### config.mk
export PLATFORM = sky130hd
export DESIGN_NAME = branch_resolve_unit
export DESIGN_NICKNAME = d
export VERILOG_FILES = /design/src/rtl/branch_resolve_unit.sv
export SDC_FILE = /design/constraint.sdc
export NUM_CORES = 1
export LEC_CHECK = 0
export CAP_MARGIN = 20
export CORE_MARGIN = 3
export CORE_UTILIZATION = 45
export DETAILED_ROUTE_END_ITERATION = 10
export HOLD_SLACK_MARGIN = 0.08
export PLACE_DENSITY = 0.84
export SETUP_SLACK_MARGIN = 0.4
export SKIP_CTS_REPAIR_TIMING = 1
export SLEW_MARGIN = 40
export SYNTH_ARGS = -nofsm -noshare
export SYNTH_HDL_FRONTEND = slang
export SYNTH_SLANG_ARGS = --single-unit
### constraint.sdc
create_clock -name clk -period 7.4 [get_ports clk]
set_input_delay 0.74 -clock clk [delete_from_list [all_inputs] [get_ports clk]]
set_output_delay 0.74 -clock clk [all_outputs]
set_load 0.03 [all_outputs]
### src/rtl/branch_resolve_unit.sv
// Branch resolve unit: evaluates branch conditions one cycle after acceptance, trains a
// 2-bit-counter branch history table and counts mispredicts with saturation.
module branch_resolve_unit #(
    parameter int WIDTH     = 32,
    parameter int BHT_DEPTH = 16,
    parameter int CNT_W     = 16
) (
    input  logic             clk,
    input  logic             rst,
    input  logic [31:0]      pred_pc,
    output logic             pred_taken,
    input  logic             res_valid,
    input  logic [31:0]      res_pc,
    input  logic [WIDTH-1:0] rd1,
    input  logic [WIDTH-1:0] rd2,
    input  logic [2:0]       BTypeOp,
    input  logic             res_pred,
    input  logic             flush,
    output logic             res_done,
    output logic             BResult,
    output logic             mispredict,
    output logic             illegal_op,
    output logic [CNT_W-1:0] mispredict_cnt
);

    localparam int IDX_W = $clog2(BHT_DEPTH);

    logic [1:0]       bht_q [BHT_DEPTH];
    logic [CNT_W-1:0] cnt_q, cnt_d;
    logic             res_done_q, res_done_d;
    logic             bresult_q, bresult_d;
    logic             mispredict_q, mispredict_d;
    logic             illegal_q, illegal_d;

    logic             accept;
    logic             taken;
    logic             illegal;
    logic             rd1_neg;
    logic             rd1_zero;
    logic [IDX_W-1:0] pred_idx;
    logic [IDX_W-1:0] res_idx;
    logic [1:0]       bht_nxt;
    logic             bht_we;
    logic             unused_pc_bits;

    assign accept   = res_valid & ~flush;
    assign rd1_neg  = rd1[WIDTH-1];
    assign rd1_zero = (rd1 == '0);
    assign pred_idx = pred_pc[IDX_W+1:2];
    assign res_idx  = res_pc[IDX_W+1:2];

    assign unused_pc_bits = ^{pred_pc[31:IDX_W+2], pred_pc[1:0], res_pc[31:IDX_W+2], res_pc[1:0]};

    // Zero comparisons only need the sign bit and an all-zero detect of rd1.
    always_comb begin
        taken   = 1'b0;
        illegal = 1'b0;
        case (BTypeOp)
            3'b000:  taken = (rd1 == rd2);
            3'b001:  taken = (rd1 != rd2);
            3'b010:  taken = rd1_neg | rd1_zero;
            3'b011:  taken = ~rd1_neg & ~rd1_zero;
            3'b100:  taken = rd1_neg;
            3'b101:  taken = ~rd1_neg;
            default: illegal = 1'b1;
        endcase
    end

    always_comb begin
        res_done_d   = accept;
        bresult_d    = accept & taken;
        mispredict_d = accept & (taken != res_pred);
        illegal_d    = accept & illegal;
        bht_we       = accept & ~illegal;
        bht_nxt      = bht_q[res_idx];
        if (taken && bht_q[res_idx] != 2'b11) begin
            bht_nxt = bht_q[res_idx] + 2'b01;
        end else if (!taken && bht_q[res_idx] != 2'b00) begin
            bht_nxt = bht_q[res_idx] - 2'b01;
        end
        cnt_d = cnt_q;
        if (bht_we && (taken != res_pred) && (cnt_q != '1)) begin
            cnt_d = cnt_q + 1'b1;
        end
    end

    always_ff @(posedge clk or posedge rst) begin
        if (rst) begin
            for (int i = 0; i < BHT_DEPTH; i++) begin
                bht_q[i] <= 2'b01;
            end
            cnt_q        <= '0;
            res_done_q   <= 1'b0;
            bresult_q    <= 1'b0;
            mispredict_q <= 1'b0;
            illegal_q    <= 1'b0;
        end else begin
            if (bht_we) begin
                bht_q[res_idx] <= bht_nxt;
            end
            cnt_q        <= cnt_d;
            res_done_q   <= res_done_d;
            bresult_q    <= bresult_d;
            mispredict_q <= mispredict_d;
            illegal_q    <= illegal_d;
        end
    end

    // Read of the pre-update counter: a same-cycle resolve to this index is not bypassed.
    assign pred_taken     = bht_q[pred_idx][1];
    assign res_done       = res_done_q;
    assign BResult        = bresult_q;
    assign mispredict     = mispredict_q;
    assign illegal_op     = illegal_q;
    assign mispredict_cnt = cnt_q;

endmodule
# Word-level counts from Yosys, hierarchy flattened
# Index checks and enable logic that the tools add are counted.
[classes]
add_sub_neg = 3
magnitude_cmp = 3
n_eq_ne = 10
muxes = 13
n_bitwise = 12
n_reduce_logical = 10
[op_table]
columns = ["op", "n"]
rows = [
  ["$bwmux 32", 1],
  ["$eq 32x32->1", 1],
  ["$logic_not 32->1", 1],
  ["$ne 32x32->1", 1],
  ["$add 16x1->16 const B", 1],
  ["$bmux 2 s4", 2],
  ["$ne 16x16->1 const B", 1],
  ["$mux 2", 7],
  ["$ge 5x5->1 const B", 2],
  ["$not 4->5", 2],
  ["$demux 2 s4", 1],
  ["$and 1x1->1", 6],
  ["$eq 3x2->1 const B", 2],
  ["$eq 3x3->1 const B", 2],
  ["$pmux 1 s6", 1],
  ["$reduce_or 6->1", 1],
  ["$logic_and 1x1->1", 5],
  ["$lt 5x1->1 const B", 1],
  ["$eq 3x1->1 const B", 1],
  ["$logic_not 3->1", 1],
  ["$not 1->1", 3],
  ["$add 2x1->2 const B", 1],
  ["$ne 2x2->1 const B", 1],
  ["$reduce_bool 2->1", 1],
  ["other kinds (5)", 5],
]
[word_totals]
ff_bits = 52
inputBits = 136
output_inout_bits = 21
word_cells = 72

# Depth between registers and ports, before layout
# Gate-level depths: netlist of the first run.
[logic_depth]
depth_word = 9
ltp_mapped = 9
mapped_depth_nobuf = 8

# Worst setup path before layout of the first run
# No wires, ideal clock.
[synth_path]
kind = "input -> register"
start = "in res_pc[2]"
end = "reg bht_q[11] (netlist name)"
setup_ns = 0.064
t_arrival_ns = 3.006
required_time_ns = 7.336
slack_ns = 4.330
stages = 9
n_path_buf = 2
path_cell_list = "buf_6 > mux4_1 > mux4_2 > ha_1 > a31oi_1 > o221ai_2 > o31ai_4 > buf_6 > mux2_2"
[synth_between]
elab_chain_cells = 9
elab_cells_between_ends = 18
cone_classes = "add/sub (2); order compare (2); eq/ne (1); mux (8); bitwise (1); reduce/logical (4)"
[synth_lines]
columns = ["item", "line", "text"]
rows = [
  ["from (decl)", "13", "input logic [31:0] res_pc,"],
  ["$not 4->5 (implied by the code) (*)", "n/a", ""],
  ["parallel branches: the longest is 7 deep, another holds $sub 2x1->2", "n/a", ""],
  ["$bwmux 32 (*)", "99", "bht_q[res_idx] <= bht_nxt;"],
  ["to (signal, indexed assignment)", "99", ""],
  ["to (decl)", "28", "logic [1:0] bht_q [BHT_DEPTH];"],
]
# Mark *: on every way between the ends. The select of a mux whose other input is x is not followed.
# A chain may end at the register's enable or synchronous reset.

# Worst setup path after layout of the first run
[layout_path]
start = "in res_pc[2]"
end = "reg bht_q[12] (netlist name)"
# Same word-level chain as after synthesis.

==> results of run 1 <==
==> cell usage in the layout (no fill, tap or decap), types with 2 or more instances in the layout <==
master | netlist | routed
inv_1 | 7 | 6
a21oi_1 | 7 | 7
clkbuf_8 | 2 | 5
nor3_1 | 6 | 6
and3_1 | 7 | 7
o21ai_1 | 2 | 2
nor4_1 | 17 | 17
mux4_2 | 8 | 8
nand3_1 | 13 | 13
dfrtp_1 | 36 | 36
and4_1 | 2 | 2
mux2_2 | 18 | 18
and2_1 | 2 | 2
xor2_1 | 33 | 33
nand4_1 | 13 | 13
nor3b_1 | 2 | 2
o21ai_0 | 12 | 12
nor2b_1 | 2 | 2
o211ai_2 | 2 | 2
mux4_1 | 7 | 7
clkdlybuf4s50_1 | 0 | 100
nor2_1 | 13 | 13
nand2_1 | 31 | 31
xnor2_1 | 15 | 15
ha_1 | 3 | 3
dfstp_2 | 16 | 16
==> cell families after synthesis <==
kind of cell / share of synthesized area
DFF: 0.4032
muxes: 0.1760
buffers and inverters: 0.03589
xor gates and xnor gates: 0.1333
and+or+nand+nor: 0.1795
adders and majority gates: 0.01146
AOI/OAI and AO/OA: 0.06071
==> flip-flops by register name, indices dropped and copies added (netlist names) <==
signal and count:
res_done 1, mispredict_cnt 16, mispredict 1, bht_q 32
illegal_op 1, BResult 1
==> critical path, stage by stage <==
cell and delay (ns):
clkdlybuf4s50_1 0.90, mux4_1 0.67, mux4_2 0.55, inv_1 0.08, ha_1 0.20, mux2i_1 0.13, xnor2_2 0.59, o21ai_0 0.21
==> worst max-delay path by stage <==
stage,endpoint,cells after the start
after floorplan,bht_q[11]$_DFFE_PP0P_,9
after global placement,bht_q[9]$_DFFE_PP0P_,7
after detailed placement,bht_q[12]$_DFFE_PP1P_,8
after CTS,bht_q[12]$_DFFE_PP1P_,8
after global routing,bht_q[14]$_DFFE_PP1P_,8
final,bht_q[12]$_DFFE_PP1P_,8
==> area by class of cell <==
cell class | instances | area (um2) | share of cell area
clock buffer | 6 | 72.57 | 0.01640
clock inverter | 2 | 35.03 | 0.007916
inverter | 8 | 30.03 | 0.006785
multi-input combinational | 228 | 1838 | 0.4153
sequential | 52 | 1321 | 0.2986
tap | 96 | 120.1 | 0.02714
timing repair buffer | 101 | 1008 | 0.2279
==> power by group through the flow <==
stage / Combinational [mW] / Clock [mW] / Sequential [mW]
floorplan: 0.176 / 0 / 0.410
global placement: 0.290 / 0 / 0.393
detailed placement: 0.302 / 0 / 0.398
CTS: 0.303 / 0.198 / 0.393
global route: 0.324 / 0.207 / 0.401
finish: 0.300 / 0.191 / 0.393
==> routing by layer <==
layer	up-vias	track usage
li1	1296	-
met2	112	0.3660
met4	0	0.06156
met1	1375	0.2543
met5	-	0
met3	14	0.04722
==> stage by stage <==
stage / utilization / hold slack [ns] / area [um2]
after floorplan: - / 0.4404 / 3277
after global placement: 0.6218 / 0.4471 / 4318
after detailed placement: 0.6218 / 0.4588 / 4318
after CTS: 0.6373 / 0.4715 / 4425
after global routing: 0.6373 / 0.4957 / 4425
final: 0.6373 / 0.4671 / 4425
==> results.sh, run 1 <==
export IMPL_synth_cell_types=41
export IMPL_synth_nets=435
export IMPL_clk_latency_ns=0.31
export IMPL_die_x_um=91.34
export IMPL_nNetsFinal=535
export IMPL_holdPathStages=2
export IMPL_combPwrFrac=0.340
export IMPL_cp_arrival_ns=4.09
export IMPL_worstSetupStartpointType="input pin"
export IMPL_yosysTopAreaCell="dfrtp_1"
export IMPL_clkSinkCount=52
export IMPL_hpwl_mm=6.781
export IMPL_reg2reg_setup_slack_ns=4.61
export IMPL_setup_viol=0
export IMPL_clk_pin_slew_worst_paths_ns=0.09
export IMPL_max_freq_mhz=257.0
export IMPL_drtAntennaViolNets=0
export IMPL_finClkSkew_ns=0.01297
export IMPL_synth_area_per_cell_um2=11.07
export IMPL_area_growth_pct=35.05
export IMPL_synth_top_cell_area_share=0.2749
export IMPL_met1Wirelength_mm=3.509
export IMPL_yosysSeqAreaShare=0.4032
export IMPL_place_congestion=0.8181
export IMPL_rsz0062_at_grt="no"
export IMPL_synthesis_area_mm2=0.003277
export IMPL_cap_viol_max_count=0
export IMPL_fin_cells=493
export IMPL_p_clk_frac=0.216
export IMPL_switchingPower_mw=0.2839
export IMPL_outcome="completed"
export IMPL_synthFlopType="dfrtp_1"
export IMPL_p_leak_nw=1.799
export IMPL_routed_wl_mm=8.602
export IMPL_finalCritPeriodShare=0.5259
export IMPL_hold_viol=0
export IMPL_critPathCaptureType="register"
export IMPL_max_slew_margin=0.5089
export IMPL_ys_ff_latch=52
export IMPL_grt_start_max_net_pins=53
export IMPL_cts_max_path_buffers=2
export IMPL_synth_common_cells="36 x dfrtp_1, 33 x xor2_1, 31 x nand2_1, 18 x mux2_2, 17 x nor4_1"
export IMPL_die_area_mm2=0.008342
export IMPL_critPathRequiredTime_ns=7.60
export IMPL_min_delay_start="bht_q[26]$_DFFE_PP1P_"
export IMPL_core_area_mm2=0.006944
export IMPL_cp_max_fo=16
export IMPL_synth_edf_count=0
export IMPL_met2_wirelength_mm=4.404
export IMPL_total_power_mw=0.8845
export IMPL_routedWlPerCell_um=17.45
export IMPL_ys_warn_count=0
export IMPL_dp_cells=485
export IMPL_worstMarginPinSlew_ns=0.7330
export IMPL_start_util=0.4719
export IMPL_slew_violations=0
export IMPL_yosysMostFrequentCell="dfrtp_1"
export IMPL_h_tree_depth=2
export IMPL_ir_drop_v=0.0001569
export IMPL_routed_top_layer="met4"
export IMPL_power_density_mw_per_mm2=199.9
export IMPL_p_int_mw=0.6006
export IMPL_vias=2797
export IMPL_power_frac_seq=0.444
export IMPL_drt_initial_drc_count=117
export IMPL_cts_tree="done"
export IMPL_cts_root_buf="clkbuf_8"
export IMPL_grt_overflow_total=0
export IMPL_grt_first_pass_wirelength_mm=14.03
export IMPL_ios=157
export IMPL_antenna_found_initial=0
export IMPL_reg2reg_depth=7
export IMPL_hp_class="reg2reg"
export IMPL_avgViaCountPerCell=5.673
export IMPL_wl_met3_um=528
export IMPL_std_cell_rows=30
export IMPL_cts_buffers=5
export IMPL_rr_startpoint="bht_q[4]$_DFFE_PP1P_"
export IMPL_grt_pass1_vias=2796
export IMPL_layout_drive_gt1_share=0.1461
export IMPL_dp_slack_ns=3.188
export IMPL_fillCellCount=578
export IMPL_drc_errors=0
export IMPL_cp_startpoint="res_pc[2]"
export IMPL_crit_type="in2reg"
export IMPL_port_buffers=100
export IMPL_fin_crit_ns=3.891
export IMPL_async_reset_ff_frac=1.000
export IMPL_die_h_um=91.34
export IMPL_final_setup_worst_slack_ns=3.509
export IMPL_min_to="bht_q[26]$_DFFE_PP1P_"
export IMPL_synth_area_top_cells="dfrtp_1 27%, dfstp_2 13%, xor2_1 8.8%"
export IMPL_reg2reg_to="bht_q[12]$_DFFE_PP1P_"
export IMPL_antenna_cells=0
export IMPL_power_switching_share=0.3210
export IMPL_finalSetupTns_ns=0
export IMPL_post_synth_inst_count=296
export IMPL_dr_pass1_iters=4
export IMPL_grt_usage=0.2082
No activity file was read; power rests on OpenSTA's default activity.
==> run 2, diff against run 1 <==
--- a/config.mk
+++ b/config.mk
@@ -7,10 +7,10 @@
 export LEC_CHECK = 0
 export CAP_MARGIN = 20
 export CORE_MARGIN = 3
-export CORE_UTILIZATION = 45
+export CORE_UTILIZATION = 37
 export DETAILED_ROUTE_END_ITERATION = 10
 export HOLD_SLACK_MARGIN = 0.08
-export PLACE_DENSITY = 0.84
+export PLACE_DENSITY = 0.74
 export SETUP_SLACK_MARGIN = 0.4
 export SKIP_CTS_REPAIR_TIMING = 1
 export SLEW_MARGIN = 40
==> constraint.sdc (replaced) <==
create_clock -name clk -period 3.21 [get_ports clk]
set_input_delay 0.321 -clock clk [delete_from_list [all_inputs] [get_ports clk]]
set_output_delay 0.321 -clock clk [all_outputs]
set_load 0.03 [all_outputs]
==> run 2 against run 1 <==
Net effect:
- global-route usage is 3.5 points lower
- combinational power increased to 2.8 times the previous value
- sequential cell count is the same
- routed wire length grew 2.3%
- die area rose by 20%
- sequential share of layout area down 1.5 points
- clock power is 100% higher
- core utilization decreased by 8.4 points
- clock-buffer cell count fell by 1
- cell count grew 6.1%
- critical path type unchanged
- critical endpoint is now bht_q[14]$_DFFE_PP1P_
==> results.sh, run 2 (synthesized netlist as in run 1, its figures left out) <==
export IMPL_outcome="completed"
export IMPL_critPathRequiredTime_ns=3.44
export IMPL_layout_drive_gt1_share=0.2057
export IMPL_layout_common_cells="98 x clkdlybuf4s50_1, 36 x dfrtp_1, 33 x xor2_1, 31 x nand2_1, 18 x mux2_2"
export IMPL_critPathSlowestCell="clkdlybuf4s50_1"
export IMPL_port_buffers=100
export IMPL_die_h_um=100.1
export IMPL_nNetsFinal=556
export IMPL_clkSinkCount=52
export IMPL_cap_viol_max_count=0
export IMPL_drc_errors=0
export IMPL_finalCritPeriodShare=0.8549
export IMPL_critPathCaptureType="register"
export IMPL_grt_pass1_vias=2840
export IMPL_drt_initial_drc_count=116
export IMPL_rsz0062_at_grt="yes"
export IMPL_hp_class="in2async"
export IMPL_area_growth_pct=42.31
export IMPL_dp_cells=514
export IMPL_grt_first_pass_wirelength_mm=13.84
export IMPL_power_density_mw_per_mm2=456.1
export IMPL_cts_tree="done"
export IMPL_reg2reg_setup_slack_ns=0.65
export IMPL_clk_latency_ns=0.31
export IMPL_fillCellCount=713
export IMPL_cts_max_path_buffers=2
export IMPL_grt_usage=0.1736
export IMPL_seqCellArea_mm2=0.001321
export IMPL_multi_input_comb_area_mm2=0.001873
export IMPL_rr_startpoint="bht_q[15]$_DFFE_PP0P_"
export IMPL_die_x_um=100.1
export IMPL_place_congestion=0.8325
export IMPL_drtAntennaViolNets=0
export IMPL_crit_top_cell="buf_4"
export IMPL_grt_start_max_net_pins=21
export IMPL_die_area_mm2=0.01002
export IMPL_finClkSkew_ns=0.006014
export IMPL_clk_pin_slew_worst_paths_ns=0.10
export IMPL_cts_buffers=5
export IMPL_hpwl_mm=6.926
export IMPL_core_area_mm2=0.008423
export IMPL_regMostFlops="bht_q"
export IMPL_crit_path_cell_trace="clkdlybuf4s50_1 > nor4_1 > buf_4 > nand4_1 > nor2_1 > mux2_2 > buf_4 > nand3_2 > mux2i_2 > xnor2_4 > buf_12 > o21ai_0"
export IMPL_layout_commonest_cell="clkdlybuf4s50_1"
export IMPL_antenna_found_initial=0
export IMPL_p_leak_nw=1.914
export IMPL_h_tree_depth=2
export IMPL_antenna_cells=0
export IMPL_hold_viol=0
export IMPL_setup_viol=0
export IMPL_ios=157
export IMPL_reg2reg_depth=8
export IMPL_critical_path_endpoint="bht_q[14]$_DFFE_PP1P_"
export IMPL_fin_cells=523
export IMPL_avgViaCountPerCell=5.346
export IMPL_routedWlPerCell_um=16.82
export IMPL_start_util=0.3890
export IMPL_ir_drop_v=0.0002193
export IMPL_worstMarginPinSlew_ns=0.6447
export IMPL_worstSetupStartpointType="input pin"
export IMPL_dpl_cell_area_mm2=0.004504
export IMPL_cts_root_buf="clkbuf_8"
export IMPL_holdWs_ns=0.2923
export IMPL_max_freq_mhz=364.4
export IMPL_std_cell_rows=33
export IMPL_max_slew_margin=0.5693
export IMPL_fin_crit_ns=2.744
export IMPL_reg2reg_to="bht_q[17]$_DFFE_PP0P_"
export IMPL_cp_arrival_ns=2.98
export IMPL_cp_startpoint="rd1[16]"
export IMPL_grt_overflow_total=0
export IMPL_largest_reg_flops=32
export IMPL_crit_type="in2reg"
export IMPL_cp_max_fo=16
export IMPL_vias=2796
export IMPL_fin_area_mm2=0.004663
export IMPL_slew_violations=0
export IMPL_slowest_delay_ns=0.44
export IMPL_routed_wl_mm=8.797
export IMPL_dr_pass1_iters=4
==> run 2: changes by cell type in the layout (fill, tap and decap cells not counted), sizes merged <==
cell / delta
buf: +21
bufinv: -1
clkbuf: -1
clkdlybuf4s50: -2
clkinv: +1
dlymetal6s2s: +2
inv: +1
==> run 2: layout make-up <==
| class | count | share of cell area |
|---|---|---|
| timing repair buffer | 122 | 0.2608 |
| clock buffer | 5 | 0.01476 |
| clock inverter | 3 | 0.004830 |
| sequential | 52 | 0.2833 |
| inverter | 8 | 0.006439 |
| multi-input combinational | 228 | 0.4017 |
| tap | 105 | 0.02817 |
==> run 2: metrics by stage <==
| stage | setup slack, ns | total power, mW | TNS [ns] | utilization |
|---|---|---|---|---|
| floorplan | 0.5589 | 1.351 | 0 | - |
| global placement | -0.1207 | 1.654 | -1.425 | 0.5348 |
| detailed placement | -0.2296 | 1.678 | -3.191 | 0.5348 |
| CTS | 0.09387 | 2.069 | 0 | 0.5456 |
| global route | 0.3459 | 2.246 | 0 | 0.5536 |
| finish | 0.4659 | 2.127 | 0 | 0.5536 |
==> run 2: worst min-delay path by stage <==
stage | startpoint | to | cells past startpoint
2_1_floorplan | bht_q[26]$_DFFE_PP1P_ | bht_q[26]$_DFFE_PP1P_ | 2
3_3_place_gp | bht_q[26]$_DFFE_PP1P_ | bht_q[26]$_DFFE_PP1P_ | 2
3_5_place_dp | bht_q[30]$_DFFE_PP1P_ | bht_q[30]$_DFFE_PP1P_ | 2
4_1_cts | rst | bht_q[31]$_DFFE_PP0P_ | 2
5_1_grt | rst | mispredict_cnt[13]$_DFFE_PP0P_ | 2
6_report | rst | bht_q[31]$_DFFE_PP0P_ | 2
==> run 2: report_power, final <==
group	internal, mW	switching [mW]
Clock	0.157	0.234
Sequential	0.814	0.0926
Combinational	0.447	0.383
Total	1.42	0.709
==> run 2: layer usage <==
layer	global-route usage	up-vias	wire, um
met5	0	-	0
met4	0.06321	0	235
met3	0.03683	14	690
met2	0.3058	111	4205
met1	0.2089	1338	3665
li1	-	1333	-
==> run 2: critical path, delay by kind of cell <==
family                 cells  cell delay [ns]
AO/OA/AOI/OAI              1             0.17
AND/OR/NAND/NOR            4             0.70
XOR/XNOR                   1             0.12
buffers and inverters      4             0.91
multiplexers               2             0.75
